File: config.mk
export PLATFORM = sky130hd
export DESIGN_NAME = aes_stream_ctrl
export DESIGN_NICKNAME = d
export VERILOG_FILES = /design/src/rtl/aes_ctrl_pkg.sv /design/src/rtl/hs_word_counter.sv /design/src/rtl/aes_stream_ctrl.sv
export SDC_FILE = /design/constraint.sdc
export NUM_CORES = 1
export LEC_CHECK = 0
export BUFFER_PORTS_ARGS = -buffer_cell sky130_fd_sc_hd__buf_2
export CELL_PAD_IN_SITES_DETAIL_PLACEMENT = 1
export CELL_PAD_IN_SITES_GLOBAL_PLACEMENT = 1
export CORE_MARGIN = 2
export CORE_UTILIZATION = 30
export DETAILED_ROUTE_END_ITERATION = 8
export GPL_ROUTABILITY_DRIVEN = 0
export PLACE_DENSITY_LB_ADDON = 0.1
export SKIP_CTS_REPAIR_TIMING = 1
export SYNTH_ARGS = -nofsm -noshare
export SYNTH_HDL_FRONTEND = slang
export SYNTH_SLANG_ARGS = --single-unit
File: constraint.sdc
create_clock -name clk_i -period 2.8 [get_ports clk_i]
set_clock_uncertainty 0.15 [all_clocks]
set_input_delay 0.84 -clock clk_i [delete_from_list [all_inputs] [get_ports clk_i]]
set_output_delay 0.84 -clock clk_i [all_outputs]
set_load 0.02 [all_outputs]
File: src/rtl/aes_ctrl_pkg.sv
// Shared definitions for the AES stream controller.
//   ctrl_state_e     : controller FSM state encoding
//   WORDS_PER_BLOCK  : 32-bit words in one 128-bit AES block
//   NB_WIDTH_DEFAULT : default width of the block-count fields
package aes_ctrl_pkg;

  localparam int unsigned WORDS_PER_BLOCK  = 4;
  localparam int unsigned NB_WIDTH_DEFAULT = 16;

  typedef enum logic [2:0] {
    StIdle,
    StClear,
    StRun,
    StDrain,
    StDone
  } ctrl_state_e;

endpackage

File: src/rtl/hs_word_counter.sv
// Counts qualified handshakes (words) and flags the word that completes a block.
// Ports:
//   clk_i, rst_ni   : clock, asynchronous active-low reset
//   clr_i           : synchronous zero of the word count
//   count_i         : a qualified handshake occurs this cycle
//   word_cnt_o      : words counted so far (before this cycle's handshake)
//   block_tick_o    : this cycle's handshake is the last word of a block
module hs_word_counter #(
  parameter int unsigned CntW = 18,
  parameter int unsigned Wpb  = 4
) (
  input  logic            clk_i,
  input  logic            rst_ni,
  input  logic            clr_i,
  input  logic            count_i,
  output logic [CntW-1:0] word_cnt_o,
  output logic            block_tick_o
);

  localparam int unsigned SubW = $clog2(Wpb);

  logic [CntW-1:0] r_word_cnt;

  always_ff @(posedge clk_i or negedge rst_ni) begin
    if (!rst_ni) begin
      r_word_cnt <= '0;
    end else if (clr_i) begin
      r_word_cnt <= '0;
    end else if (count_i) begin
      r_word_cnt <= r_word_cnt + CntW'(1);
    end
  end

  assign word_cnt_o   = r_word_cnt;
  // Wpb is a power of two, so the block position is the low word-count bits.
  assign block_tick_o = count_i && (r_word_cnt[SubW-1:0] == SubW'(Wpb - 1));

endmodule

File: src/rtl/aes_stream_ctrl.sv
// Job controller for a streaming AES datapath: clears the datapath, gates the
// stacker input for exactly N blocks, and waits for N blocks to leave the
// unstacker before signalling done.
// Ports:
//   clk_i, rst_ni               : clock, asynchronous active-low reset
//   clr_i                       : synchronous job abort (highest priority)
//   start_i, num_blocks_i       : job start pulse and block count
//   in_valid_i, in_ready_i      : observed stacker input handshake
//   out_valid_i, out_ready_i    : observed unstacker output handshake
//   enable_o, clr_o             : datapath enable / clear
//   in_gate_o                   : ANDed externally into the stacker valid
//   busy_o, done_o              : job status
//   blocks_done_o               : blocks fully emitted in the current job
//   cycle_cnt_o                 : busy-cycle counter, only with AES_CTRL_PERF_CNT_EN
module aes_stream_ctrl
  import aes_ctrl_pkg::*;
#(
  parameter int unsigned NB_WIDTH = NB_WIDTH_DEFAULT,
  parameter int unsigned WPB      = WORDS_PER_BLOCK
) (
  input  logic                clk_i,
  input  logic                rst_ni,
  input  logic                clr_i,
  input  logic                start_i,
  input  logic [NB_WIDTH-1:0] num_blocks_i,
  input  logic                in_valid_i,
  input  logic                in_ready_i,
  input  logic                out_valid_i,
  input  logic                out_ready_i,
  output logic                enable_o,
  output logic                clr_o,
  output logic                in_gate_o,
  output logic                busy_o,
  output logic                done_o,
  output logic [NB_WIDTH-1:0] blocks_done_o
`ifdef AES_CTRL_PERF_CNT_EN
  ,
  output logic [31:0]         cycle_cnt_o
`endif
);

  // Two extra bits hold WPB*N words without wrapping (WPB fixed at 4).
  localparam int unsigned CntW = NB_WIDTH + 2;

  ctrl_state_e         r_state, w_state_next;
  logic [NB_WIDTH-1:0] r_num_blocks;
  logic [NB_WIDTH-1:0] r_blocks_done;

  logic            w_start_ok, w_cnt_clr;
  logic            w_in_hs, w_out_hs;
  logic [CntW-1:0] w_in_word_cnt, w_out_word_cnt;
  logic            w_in_tick, w_out_tick;
  logic            w_in_last, w_out_last;
  logic [CntW-1:0] w_target;

  assign w_start_ok = (r_state == StIdle) && start_i && !clr_i;
  assign w_cnt_clr  = clr_i || w_start_ok;
  assign w_in_hs    = in_valid_i && in_ready_i && in_gate_o;
  assign w_out_hs   = out_valid_i && out_ready_i && (r_state == StRun || r_state == StDrain);
  assign w_target   = {r_num_blocks, 2'b00};

  hs_word_counter #(
    .CntW (CntW),
    .Wpb  (WPB)
  ) u_in_cnt (
    .clk_i        (clk_i),
    .rst_ni       (rst_ni),
    .clr_i        (w_cnt_clr),
    .count_i      (w_in_hs),
    .word_cnt_o   (w_in_word_cnt),
    .block_tick_o (w_in_tick)
  );

  hs_word_counter #(
    .CntW (CntW),
    .Wpb  (WPB)
  ) u_out_cnt (
    .clk_i        (clk_i),
    .rst_ni       (rst_ni),
    .clr_i        (w_cnt_clr),
    .count_i      (w_out_hs),
    .word_cnt_o   (w_out_word_cnt),
    .block_tick_o (w_out_tick)
  );

  // The last word of a job is always a block boundary, so qualify with the tick.
  assign w_in_last  = w_in_tick && ((w_in_word_cnt + CntW'(1)) == w_target);
  assign w_out_last = w_out_tick && ((w_out_word_cnt + CntW'(1)) == w_target);

  always_comb begin
    w_state_next = r_state;
    if (clr_i) begin
      w_state_next = StIdle;
    end else begin
      unique case (r_state)
        StIdle: begin
          if (start_i) begin
            w_state_next = (num_blocks_i == '0) ? StDone : StClear;
          end
        end
        StClear: w_state_next = StRun;
        StRun: begin
          // Output completion wins; output cannot lag behind an unfinished input.
          if (w_out_last) begin
            w_state_next = StDone;
          end else if (w_in_last) begin
            w_state_next = StDrain;
          end
        end
        StDrain: begin
          if (w_out_last) begin
            w_state_next = StDone;
          end
        end
        StDone:  w_state_next = StIdle;
        default: w_state_next = StIdle;
      endcase
    end
  end

  always_ff @(posedge clk_i or negedge rst_ni) begin
    if (!rst_ni) begin
      r_state       <= StIdle;
      r_num_blocks  <= '0;
      r_blocks_done <= '0;
    end else begin
      r_state <= w_state_next;
      if (w_start_ok) begin
        r_num_blocks <= num_blocks_i;
      end
      if (w_cnt_clr) begin
        r_blocks_done <= '0;
      end else if (w_out_tick) begin
        r_blocks_done <= r_blocks_done + NB_WIDTH'(1);
      end
    end
  end

  assign enable_o      = (r_state == StRun) || (r_state == StDrain);
  assign in_gate_o     = (r_state == StRun);
  assign busy_o        = (r_state == StClear) || (r_state == StRun) || (r_state == StDrain);
  assign done_o        = (r_state == StDone);
  // An abort clears the datapath immediately; masked while in reset.
  assign clr_o         = rst_ni && (clr_i || (r_state == StClear));
  assign blocks_done_o = r_blocks_done;

`ifdef AES_CTRL_PERF_CNT_EN
  logic [31:0] r_cycle_cnt;

  always_ff @(posedge clk_i or negedge rst_ni) begin
    if (!rst_ni) begin
      r_cycle_cnt <= '0;
    end else if (w_cnt_clr) begin
      r_cycle_cnt <= '0;
    end else if (busy_o && (r_cycle_cnt != 32'hFFFF_FFFF)) begin
      r_cycle_cnt <= r_cycle_cnt + 32'd1;
    end
  end

  assign cycle_cnt_o = r_cycle_cnt;
`endif

endmodule

## Word level (Yosys, flattened, before mapping)

Index checks and enable logic that the tools add are counted.
W data, S select, Z words.

| cells by class | value |
|---|---|
| equal/unequal tests | 11 |
| reductions and logical operators | 23 |
| muxes and demuxes | 13 |
| order comparisons | 0 |
| add/subtract/negate cells | 3 |
| bitwise gates (word level) | 0 |
| shift operators | 0 |
| $mul | 0 |
| divide/modulo/power cells | 0 |

Operators with widths:

| kind | number |
|---|---|
| $mux W18 | 4 |
| $add A18 B1 Y18 const B | 2 |
| $eq A18 B18 Y1 | 2 |
| $mux W16 | 2 |
| $mux W3 | 6 |
| $add A16 B1 Y16 const B | 1 |
| $logic_not A16 Y1 | 1 |
| $pmux W3 S4 | 1 |
| $logic_and A1 B1 Y1 | 11 |
| $eq A3 B2 Y1 const B | 2 |
| $ne A3 B3 Y1 const B | 2 |
| $reduce_bool A2 Y1 | 3 |
| $logic_or A1 B1 Y1 | 5 |
| $eq A2 B2 Y1 const B | 2 |
| $ne A4 B2 Y1 const B | 1 |
| $eq A3 B1 Y1 const B | 1 |
| $eq A3 B3 Y1 const B | 1 |
| $logic_not A3 Y1 | 1 |
| $reduce_and A3 Y1 | 1 |
| $logic_not A1 Y1 | 1 |

| word-level totals | value |
|---|---|
| register bits after elaboration | 71 |
| bits in read-only memories | 0 |
| output and inout bits | 21 |
| bits in latches | 0 |
| memories | 0 |
| bits in writable memories | 0 |
| input bits | 24 |
| logic and storage cells | 55 |

## Logic depth before layout (Yosys ltp)

| logic depth | value |
|---|---|
| word-level depth | 8 |
| depth in mapped cells | 10 |
| gate-level depth less buffers | 9 |

## Modules after synthesis

A second synthesis with hierarchy kept.

| unflattened totals | value |
|---|---|
| cells, all modules | 472 |
| area, all modules | 4,554.4 um^2 |

By module, submodules not included:

| module | area an instance (um^2) | sequential area each (um^2) | instances | cells each |
|---|---|---|---|---|
| aes_stream_ctrl | 2,732.6 | 875.8 | 1 | 296 |
| hs_word_counter | 910.9 | 450.4 | 2 | 88 |

## Least setup slack after synthesis

Ideal clock, no wire load.

| timing path | value |
|---|---|
| path kind | flip-flop to flip-flop |
| from | reg u_out_cnt.r_word_cnt[0], in the netlist u_out_cnt.word_cnt_o[0] |
| to | reg r_state[0] |
| cell stages (with the launch flop) | 11 |
| data arrival time | 2.623 ns |
| buffers on the path | 1 |
| data required time | 2.525 ns |
| clock period less this slack | 2.898 ns |
| setup time | 0.125 ns |
| path slack | -0.098 ns |
| cells stage by stage | dfrtp_1 ha_1 clkbuf_2 nand3_1 or4_4 o21a_1 nor3_2 o22ai_1 nor4_4 and3b_1 mux2_4 |

| on the way | value |
|---|---|
| longest elaborated chain between the ends | 6 |
| elaborated cells between the ends (all ways) | 11 |
| those cells by class | 1 x add/sub; 4 x eq/ne; 3 x mux; 3 x reduce/logical |

Ends and longest elaborated chain:

| item | line | RTL |
|---|---|---|
| from (decl) | hs_word_counter.sv:22 | `logic [CntW-1:0] r_word_cnt;` |
| from (signal assigned) | hs_word_counter.sv:30 | `r_word_cnt <= r_word_cnt + CntW'(1);` |
| $add A18 B1 Y18 / $eq A2 B2 Y1 (equally long branches) | aes_stream_ctrl.sv:88, hs_word_counter.sv:36 |  |
| $eq A18 B18 Y1 / $logic_and A1 B1 Y1 (equally long branches) | aes_stream_ctrl.sv:88, hs_word_counter.sv:36 |  |
| $logic_and A1 B1 Y1 * | aes_stream_ctrl.sv:88 | `assign w_out_last = w_out_tick && ((w_out_word_cnt + CntW'(1)) == w_target);` |
| $mux W3 | aes_stream_ctrl.sv:104 | `if (w_out_last) begin` |
| $pmux W3 S4 | aes_stream_ctrl.sv:95 | `unique case (r_state)` |
| $mux W3 | aes_stream_ctrl.sv:92 | `if (clr_i) begin` |
| to (signal assigned) | aes_stream_ctrl.sv:123 | `r_state <= StIdle;` |
| to (signal assigned) | aes_stream_ctrl.sv:127 | `r_state <= w_state_next;` |
| to (decl) | aes_stream_ctrl.sv:45 | `ctrl_state_e r_state, w_state_next;` |

Mark *: on every way between the ends. The rest lies on a longest branch, timed or not.
A chain may end at the register's enable or synchronous reset.

## Final worst setup path

| timing path | value |
|---|---|
| from | reg u_out_cnt.r_word_cnt[3], in the netlist u_out_cnt.word_cnt_o[3] |
| to | reg r_state[0] |

| on the way | value |
|---|---|
| longest elaborated chain between the ends | 6 |
| elaborated cells between the ends (all ways) | 9 |
| those cells by class | 1 x add/sub; 3 x eq/ne; 3 x mux; 2 x reduce/logical |

Ends and longest elaborated chain:

| item | line |
|---|---|
| $add A18 B1 Y18 * | aes_stream_ctrl.sv:88 |
| $eq A18 B18 Y1 * | aes_stream_ctrl.sv:88 |
| $logic_and A1 B1 Y1 * | aes_stream_ctrl.sv:88 |
| $mux W3 | aes_stream_ctrl.sv:104 |
| $pmux W3 S4 | aes_stream_ctrl.sv:95 |
| $mux W3 | aes_stream_ctrl.sv:92 |

Marked as above.

==> out/results.ini <==
[yosys]
synthTopCellsByArea=dfrtp_1 40%, xnor2_1 7.3%, xor2_1 7.3%, nor2_1 5.6%, mux2_2 4.5%
synthAdderAreaFrac=0.0140
yosysSeqAreaShare=0.399
yosys_most_used_dff=dfrtp_1
synthXorXnorAreaFrac=0.145
synthesis.instances=493
netlist_top_cells_count=71 x dfrtp_1, 67 x nor2_1, 37 x xnor2_1, 37 x xor2_1, 34 x nand2_1
yosysUniqueCellTypes=61
avgSynthCellArea_um2=9.04
synth_top_family_by_area=simple AND/OR/NAND/NOR gates
ys_ff_latch=71
synthMuxAreaShare=0.0556
synth_compound_area_frac=0.0879
synth_top_area_share=0.399
synth.most_common_cell=dfrtp_1
synth-async-reset-ratio=1.00
yosys.area_share.simple=0.265
yosysWarnings=0
yosys.area.top_type=dfrtp_1
syn_nets=522
netlist_area_mm2=0.00446
synth_edf_count=0

[die]
fp.dieH_um=126
dieArea_mm2=0.0158
rows=44
die_w_um=126
io_pins=45
core_area_mm2=0.0145
start_util=0.307

[pwr]
vdd_ir_drop_max_v=0.000332
pwr-share-comb=0.244
power_density_mw_per_mm2=562
power_leakage_nw=2.35
p_int_mw=2.12
p_seq_frac=0.401
switching_share=0.325
switchingPower_mw=1.02
clockPowerShare=0.354
total_power_mw=3.14

[global_routing]
globalRouteMet1Util=0.267
grt_pass1_wl_um=23100
grt_pass1_vias=4273
track_usage=0.184
grt_max_degree=52
gr-usage-met2=0.274
grt.busiest_layer=met2
grt-ovfl-total=0
met3_usage=0.0344
antenna_found_initial=0

[clocking]
cts_tree=built
cts_root_buf=clkbuf_16
clock-sinks=71
clockBufferDepth=2
cts_buffers=9
clk_pin_slew_ps=60
cts-htree-levels=3
insertion_delay_ps=350

[sta]
holdWs_ps=387
worst_slew_margin_rel=0.553
fin_crit_ps=2800
slew_violations=0
rsz0062_at_grt=yes
setup_viol=1
worst_pin_slew_ps=671
fmax_mhz=357
fin_crit_sh=1.00
worst_slack_ps=-1.53
finalHoldViolations=0
fin_tns_setup_ps=-1.53

[route]
avgRoutedWirePerCell_um=17.9
ant_nets=0
drtPass1Iterations=4
finalWirelength_um=13800
route.vias.total=4019
viasPerCell=5.22
drc=0
drt_iter0_drc=200

[setup_path]
slowest_delay_ps=590
ff2ff_path_depth=9
cp.arrival_ps=2880
crit_path_top_delay_cell=or4_4
endpoint_kind=flop
cp_top_family=simple AND/OR/NAND/NOR gates
cp_max_fo=4
required_ps=2880
crit_chain=buf_4, nand3_2, or4_4, o21a_1, nor3_2, o22ai_2, nor4_4, and3b_1, mux2_4
path_depth=9
critPathBufInv=1
start_kind=flop
path_class=reg2reg

[placed_design]
dp_hpwl_um=10600
pre_cts_slack_ps=-224
portBuffers=44

[layout]
drive_gt1_frac=0.268
areaGrowthSynthToFinish_pct=25.2
final-seq-area_mm2=0.00178
nets=610
multi_input_area_mm2=0.00258
fill_cells=1732
diodes=0

[status]
status=finished, violations left
violations=negative setup slack

[flow_run]
max-cap-violations=0

[worst_hold_path]
hold_path_class=in2async

## sequential cells by signal, indices dropped and copies added (netlist names)
name,flops
u_in_cnt.word_cnt_o,18
u_out_cnt.word_cnt_o,18
r_num_blocks,16
blocks_done_o,16
r_state,3
## kinds of logic (layout without fill, tap and decap cells)
group	Yosys count	after routing
flops	71	71
simple gates	226	226
compound gates	61	61
fa+ha+maj	5	5
buf+inv	34	127
mux	22	22
xor+xnor	74	74
## path summary, 6_finish.rpt
| path | end | startpoint | slack, ps |
|---|---|---|---|
| setup / recovery | r_state[0] | u_out_cnt.word_cnt_o[3] | -2 |
| hold / removal | r_num_blocks[9] | rst_ni | 390 |
| setup reg to reg | r_state[0] | u_out_cnt.word_cnt_o[3] | -2 |
| hold reg to reg | blocks_done_o[15] | blocks_done_o[15] | 410 |
| max in group asynchronous | u_out_cnt.word_cnt_o[12] | rst_ni | 1130 |
| min in group clk_i | blocks_done_o[15] | blocks_done_o[15] | 410 |
## cell type report
type,count,share of cell area
well taps,184,0.0413
multi-input cells,388,0.462
repair buffers,106,0.123
inverters,5,0.00336
clock inverters,5,0.00583
flip-flops and latches,71,0.318
clock buffers,11,0.0453
## power groups by stage
stage,Clock [mW],Sequential (mW),Combinational [mW]
2_1_floorplan,0,1.22,0.529
3_3_place_gp,0,1.28,0.740
3_5_place_dp,0,1.28,0.758
4_1_cts,1.15,1.26,0.763
5_1_grt,1.20,1.28,0.851
6_report,1.11,1.26,0.767
## per-layer routing
layer / vias to the layer above / share of wire / routed length (um)
li1: 1922 / - / -
met1: 2005 / 0.51 / 6990
met2: 76 / 0.44 / 6040
met3: 16 / 0.036 / 493
met4: 0 / 0.018 / 246
met5: - / 0 / 0
## per-stage QoR
step	cells	area (um^2)	util
after floorplan	493	4460	-
after global placement	754	5260	0.362
after detailed placement	754	5260	0.362
after CTS	770	5540	0.381
after global routing	770	5580	0.384
final	770	5580	0.384
## cells in the final DEF, fill, tap and decap left out, drive strengths merged, types with 17 or more instances in the layout
cell,netlist,final
buf,11,106
dfrtp,71,71
nor2,67,67
xnor2,37,37
xor2,37,37
nand2,34,34
nand3,29,29
nand4,20,20
mux2,19,19
a21oi,18,18
nor4,17,17
Power figures use the tool's default switching activity.
